File: src/rtl/counter_pkg.sv
// Shared definitions for the parametrised up/down counter: mode encodings,
// direction type and the width helper used to size the prescaler phase register.
package counter_pkg;

  localparam logic MODE_WRAP = 1'b0;
  localparam logic MODE_SAT  = 1'b1;

  typedef enum logic {
    DIR_DOWN = 1'b0,
    DIR_UP   = 1'b1
  } dir_e;

  // Bits needed to hold 0..value-1, never less than one so the phase register always exists.
  function automatic int clog2_min1(input int value);
    int bits;
    bits = 1;
    while ((1 << bits) < value) begin
      bits = bits + 1;
    end
    return bits;
  endfunction

endpackage

File: src/rtl/counter_prescaler.sv
// Enable-qualified clock prescaler: emits a step once per PRESCALE enabled cycles,
// holding its phase while enable is low and restarting from zero on clear.
module counter_prescaler #(
  parameter int PRESCALE = 1
) (
  input  logic clk,
  input  logic reset,
  input  logic enable,
  input  logic clear,
  output logic step
);
  import counter_pkg::*;

  localparam int            PW   = clog2_min1(PRESCALE);
  localparam logic [PW-1:0] LAST = PW'(PRESCALE - 1);

  logic [PW-1:0] phase;

  always_ff @(posedge clk) begin
    if (reset || clear) begin
      phase <= '0;
    end else if (enable) begin
      phase <= (phase == LAST) ? '0 : phase + PW'(1);
    end
  end

  // With PRESCALE=1 the phase stays at zero, so every enabled cycle is a step.
  assign step = enable && (phase == LAST);

endmodule

File: src/rtl/param_updown_counter.sv
// Parametrised up/down counter with wrap/saturate modes, prescaler, parallel load,
// terminal-count pulse and sticky overflow. Define COUNTER_CAPTURE_EN to add a capture register.
module param_updown_counter #(
  parameter int WIDTH    = 8,
  parameter int MODULO   = 256,
  parameter int PRESCALE = 1
) (
  input  logic             clk,
  input  logic             reset,
  input  logic             enable,
  input  logic             up_down,
  input  logic             sat_mode,
  input  logic             load,
  input  logic [WIDTH-1:0] load_value,
  input  logic             clear_ovf,
`ifdef COUNTER_CAPTURE_EN
  input  logic             capture,
  output logic [WIDTH-1:0] capture_value,
`endif
  output logic [WIDTH-1:0] count,
  output logic             tc_pulse,
  output logic             overflow
);
  import counter_pkg::*;

  localparam logic [WIDTH-1:0] MAX_COUNT = WIDTH'(MODULO - 1);

  logic             step;
  logic             at_bound;
  logic             boundary_step;
  logic [WIDTH-1:0] count_next;
  logic [WIDTH-1:0] load_clamped;
  dir_e             dir;

  counter_prescaler #(
    .PRESCALE(PRESCALE)
  ) u_prescaler (
    .clk   (clk),
    .reset (reset),
    .enable(enable),
    .clear (load),
    .step  (step)
  );

  assign dir          = dir_e'(up_down);
  assign load_clamped = (load_value > MAX_COUNT) ? MAX_COUNT : load_value;

  // Bounds are compared against MAX_COUNT explicitly so a MODULO below 2**WIDTH wraps correctly.
  always_comb begin
    count_next = count;
    at_bound   = 1'b0;
    if (dir == DIR_UP) begin
      if (count >= MAX_COUNT) begin
        at_bound   = 1'b1;
        count_next = (sat_mode == MODE_SAT) ? MAX_COUNT : '0;
      end else begin
        count_next = count + WIDTH'(1);
      end
    end else begin
      if (count == '0) begin
        at_bound   = 1'b1;
        count_next = (sat_mode == MODE_SAT) ? '0 : MAX_COUNT;
      end else begin
        count_next = count - WIDTH'(1);
      end
    end
  end

  assign boundary_step = step && !load && at_bound;

  always_ff @(posedge clk) begin
    if (reset) begin
      count    <= '0;
      tc_pulse <= 1'b0;
    end else if (load) begin
      count    <= load_clamped;
      tc_pulse <= 1'b0;
    end else if (step) begin
      count    <= count_next;
      tc_pulse <= at_bound;
    end else begin
      tc_pulse <= 1'b0;
    end
  end

  // A boundary step in the same cycle as clear_ovf keeps the flag set.
  always_ff @(posedge clk) begin
    if (reset) begin
      overflow <= 1'b0;
    end else if (boundary_step) begin
      overflow <= 1'b1;
    end else if (clear_ovf) begin
      overflow <= 1'b0;
    end
  end

`ifdef COUNTER_CAPTURE_EN
  always_ff @(posedge clk) begin
    if (reset) begin
      capture_value <= '0;
    end else if (capture) begin
      capture_value <= count;
    end
  end
`endif

endmodule

File: config.mk
export PLATFORM = sky130hd
export DESIGN_NAME = param_updown_counter
export DESIGN_NICKNAME = d
export VERILOG_FILES = /design/src/rtl/counter_pkg.sv /design/src/rtl/counter_prescaler.sv /design/src/rtl/param_updown_counter.sv
export SDC_FILE = /design/constraint.sdc
export NUM_CORES = 1
export LEC_CHECK = 0
export BUFFER_PORTS_ARGS = -buffer_cell sky130_fd_sc_hd__buf_2
export CAP_MARGIN = 30
export CORE_MARGIN = 3
export CORE_UTILIZATION = 24
export CTS_CLUSTER_DIAMETER = 100
export CTS_CLUSTER_SIZE = 20
export DETAILED_ROUTE_END_ITERATION = 7
export PLACE_DENSITY = 0.54
export SLEW_MARGIN = 20
export SYNTH_ARGS = -nofsm -noshare
export SYNTH_HDL_FRONTEND = slang
export SYNTH_SLANG_ARGS = --single-unit
export TNS_END_PERCENT = 10
File: constraint.sdc
create_clock -name clk -period 2.5 [get_ports clk]
set_clock_uncertainty 0.05 [all_clocks]
set_input_delay 0.5 -clock clk [delete_from_list [all_inputs] [get_ports clk]]
set_output_delay 0.5 -clock clk [all_outputs]
set_load 0.01 [all_outputs]
* Word-level counts from Yosys, hierarchy flattened
Index checks and enable logic that the tools add are counted. W data, S select, Z words.
Word-level totals: input port bits 15, register bits 11, output and inout bits 10
Operators by class: add/sub/neg operators 3, order comparisons 2, bitwise logic cells 2, mux-type cells 14, reduce and logical (&&, ||, !) cells 9
Operators by type and width (number):
- $mux W8 | 8
- $add A8 B1 Y8 const B | 1
- $ge A8 B8 Y1 const B | 1
- $gt A8 B8 Y1 const B | 1
- $logic_not A8 Y1 | 1
- $sub A8 B1 Y8 const B | 1
- $mux W1 | 6
- $reduce_bool A2 Y1 | 2
- $logic_and A1 B1 Y1 | 3
- $reduce_or A3 Y1 | 1
- $not A1 Y1 | 2
- $add A1 B1 Y1 const B | 1
- $logic_not A1 Y1 | 1
- $logic_or A1 B1 Y1 | 1

* Logic depth before layout (Yosys ltp)
depth after elaboration 5, gate-level depth with buffers 8, depth with buffers taken out 7

* By module
A second synthesis with hierarchy kept.
Unflattened totals: cells, all modules 141, area total of the unflattened synthesis 1012.2 µm²
Modules (own cells, without submodules):
- param_updown_counter | instances 1, seq. area each 200.2 µm², cells each 140, area an instance 1004.7 µm²
- counter_prescaler | instances 1, seq. area each 0.0 µm², cells each 1, area an instance 7.5 µm²

* Worst setup path before layout
Ideal clock, no wire load.
path kind register to register, from register count[4], to register count[7], library setup time 0.103 ns, stages on the path, launching flop included 7, arrival time 1.839 ns, slack 0.507 ns, path buffers 1, path through dfxtp_1 -> buf_6 -> or4_4 -> or4_1 -> nor3_2 -> o32ai_1 -> a2111oi_2
Between the ends: word-level cells in the longest chain between the ends 5, elaborated cells on any way between the ends 9
RTL lines:
- start, declared | line param_updown_counter.sv:20 | output logic [WIDTH-1:0] count,
- start signal, assigned | line param_updown_counter.sv:76 | count <= load_clamped;
- start signal, assigned | line param_updown_counter.sv:79 | count <= count_next;
- $sub A8 B1 Y8 (tied with other cells) | line param_updown_counter.sv:64 | count_next = count - WIDTH'(1);
- $mux W8, on equally long branches | line param_updown_counter.sv:60, param_updown_counter.sv:53
- $mux W8 * | line param_updown_counter.sv:52 | if (dir == DIR_UP) begin
- $mux W8 * | line param_updown_counter.sv:78 | end else if (step) begin
- $mux W8 * | line param_updown_counter.sv:75 | end else if (load) begin
Mark *: on every way between the ends. The rest lies on a longest branch, timed or not. The select of a mux whose other input is x is not followed. A chain may end at the register's enable or synchronous reset.

* Worst setup path in the final report
from register count[1], to register count[5]
The elaborated chain is that of the path after synthesis.

==> impl_metrics.tcl <==
set metrics [dict create \
    synth_cell_types 41 \
    synthAdderAreaFrac_pct 4.144 \
    ys_async_sr_fraction_pct 0 \
    slowest_delay_ns 0.49 \
    synth_top_area_share_pct 22.10 \
    drt_iter0_drc 126 \
    fin_setup_tns_ns 0 \
    gr-usage-all-layers_pct 12.91 \
    cp-end-kind "flip-flop" \
    antenna_found_initial 0 \
    initial_core_util_pct 25.92 \
    rows 21 \
    yosys_warnings 0 \
    maxCapViolCount 0 \
    grt_pass1_wl_um 4526 \
    ys_top_cells_by_area "dfxtp_1 (22%), o21ai_0 (6.6%), clkbuf_1 (4.6%), a21oi_1 (4.4%), ha_1 (4.1%)" \
    dp_hpwl_um 2064 \
    cp_cell_sequence "ha_1 > nand2_1 > or3_1 > a31o_2 > a21oi_1 > o21ai_0" \
    drc_errors 0 \
    leakage_nw 0.4398 \
    wl_um 2753 \
    yosysMostFrequentCell "o21ai_0" \
    detail-route-antenna-nets 0 \
    clock-sinks 10 \
    arrival_ns 2.20 \
    hold_viol 0 \
    cts_resized 0 \
    synth_cells 123 \
    fin_nets 162 \
    hp-class "reg -> reg" \
    crit_fanout 11 \
    h-tree-depth 1 \
    grt_pass1_vias 953 \
    routabilityCongestion 0.8104 \
    worstSetupEndpoint "count[5]$_SDFFE_PP0P_" \
    die-width_um 67.44 \
    numCtsBuffers 3 \
    syn_avg_cell_area_um2 7.365 \
    synth_commonest_cells "o21ai_0 (12), clkbuf_1 (11), dfxtp_1 (10)" \
    synth_ff_type "dfxtp_1" \
    r2r-end "count[5]$_SDFFE_PP0P_" \
    cts-root-buf "clkbuf_8" \
    ir_worst_vdd_uv 122.3 \
    rsz0062_at_grt "false" \
    maxSlewViolCount 0 \
    synth_nets 141 \
    port_buffers 24 \
    wl_per_cell_um 14.57 \
    synth_xor_area_share_pct 0 \
    startpoint_type "flip-flop" \
    r2r-start "count[1]$_SDFFE_PP0P_" \
    synth_seq_cells 10 \
    p_per_area_nw_per_um2 505.4 \
    syn-cell-area_um2 905.9 \
    setup_viol 0 \
    ys_seq_area_share_pct 22.10 \
    path_clk_slew_ns 0.05 \
    coreArea_um2 3495 \
    post-cts-setup-buffer-count 0 \
    crit_type "reg -> reg" \
    area_delta_synth_final_pct 23.20 \
    fmax_ghz 0.4706 \
    worst_pin_slew_ns 0.3800 \
    synthMuxAreaShare_pct 2.210 \
    vias 1045 \
    period_share_pct 84.99 \
    synth_top_family_by_area "compound AO/OA/AOI/OAI gates" \
    status "finished, final reports clean" \
    slowest_stage "dfxtp_1" \
    dieArea_um2 4547 \
    utilization_pct 31.94 \
    slew_headroom_pct 74.01 \
    dr.pass1.iters 4 \
    synth_largest_area_cell "dfxtp_1" \
    tritoncts "built" \
    rr_worst_depth 6 \
    die_h_um 67.44 \
    clock_latency_ns 0.23 \
    clock_path_buffers 2 \
    synth_edf_count 0 \
    via_per_inst 5.529 \
    hold_depth 1 \
    grt_overflow 0 \
    r2r_slack_ns 0.38 \
    antenna_cells 0 \
    crit_start "count[1]$_SDFFE_PP0P_" \
    cp.required_ns 2.57 \
    fin_crit_ns 2.125 \
    cts_hold_buf 0 \
    drive_above_1_share_pct 26.57 \
    num_io_pins 25 \
    grt_max_degree 24 \
    synth-simple-area-share_pct 31.08 \
    synth_compound_area_share_pct 33.84 \
]
## through the flow
step	instance area [um^2]	instances	hold WS [ns]	setup slack, ns	total power (W)
global placement	1061	185	0.3862	0.4350	0.0003605
global route	1116	189	0.4134	0.2510	0.0006000
finish	1116	189	0.3981	0.3752	0.0005640
floorplan	905.9	123	0.4467	0.5075	0.0003036
CTS	1116	189	0.3983	0.4021	0.0005652
detailed placement	1061	185	0.3867	0.4011	0.0003604
## per-layer routing
layer	share of wire (%)	track usage [%]	vias to the layer above	wire length (um)
met5	0	0	-	0
met4	0.36	3.544	0	10
met3	8.1	1.498	2	224
met2	51	21.72	42	1394
met1	41	17.28	489	1124
li1	-	-	512	-
## power by group
| group | switching [W] | internal (W) |
|---|---|---|
| Combinational | 0.0000973 | 0.0000723 |
| Sequential | 0.0000186 | 0.000171 |
| Clock | 0.0000660 | 0.000139 |
## worst max-delay path: cells and delay by family (launching register included)
kind | cells | cell delay, ns
and+or+nand+nor | 2 | 0.54
DFF | 1 | 0.49
adders and majority gates | 1 | 0.41
AOI/OAI and AO/OA | 3 | 0.52
## cell families after synthesis
group,Yosys count
adders and majority gates,3
AOI/OAI and AO/OA,44
DFF,10
and+or+nand+nor,50
buffers and inverters,14
muxes,2
## cells in the final DEF, fill, tap and decap left out, types with 4 or more instances in the layout
cell type / instances
clkbuf_8: 4
nand3_1: 5
dfxtp_1: 10
buf_2: 24
nor2_1: 5
o21ai_0: 12
buf_4: 4
nor3_1: 7
nand2_1: 9
a21oi_1: 8
## registers in the layout, indices dropped and copies added, names as in the netlist
signal	count
count	8
overflow	1
tc_pulse	1
## layout make-up
| cell class | instances | area [um^2] |
|---|---|---|
| multi-input combinational | 99 | 645.6 |
| clock buffer | 4 | 55.05 |
| fill | 387 | 2379 |
| tap | 46 | 57.56 |
| inverter | 2 | 7.507 |
| sequential | 10 | 200.2 |
| timing repair buffer | 28 | 150.1 |
## worst min path at each step
stage                               start  slack [ns]               endpoint
finish              overflow$_SDFFE_PP0P_        0.40  overflow$_SDFFE_PP0P_
global route        overflow$_SDFFE_PP0P_        0.41  overflow$_SDFFE_PP0P_
CTS                 overflow$_SDFFE_PP0P_        0.40  overflow$_SDFFE_PP0P_
detailed placement  overflow$_SDFFE_PP0P_        0.39  overflow$_SDFFE_PP0P_
global placement    overflow$_SDFFE_PP0P_        0.39  overflow$_SDFFE_PP0P_
floorplan           overflow$_SDFFE_PP0P_        0.45  overflow$_SDFFE_PP0P_
Note: power is estimated with default switching activity, not from simulation.
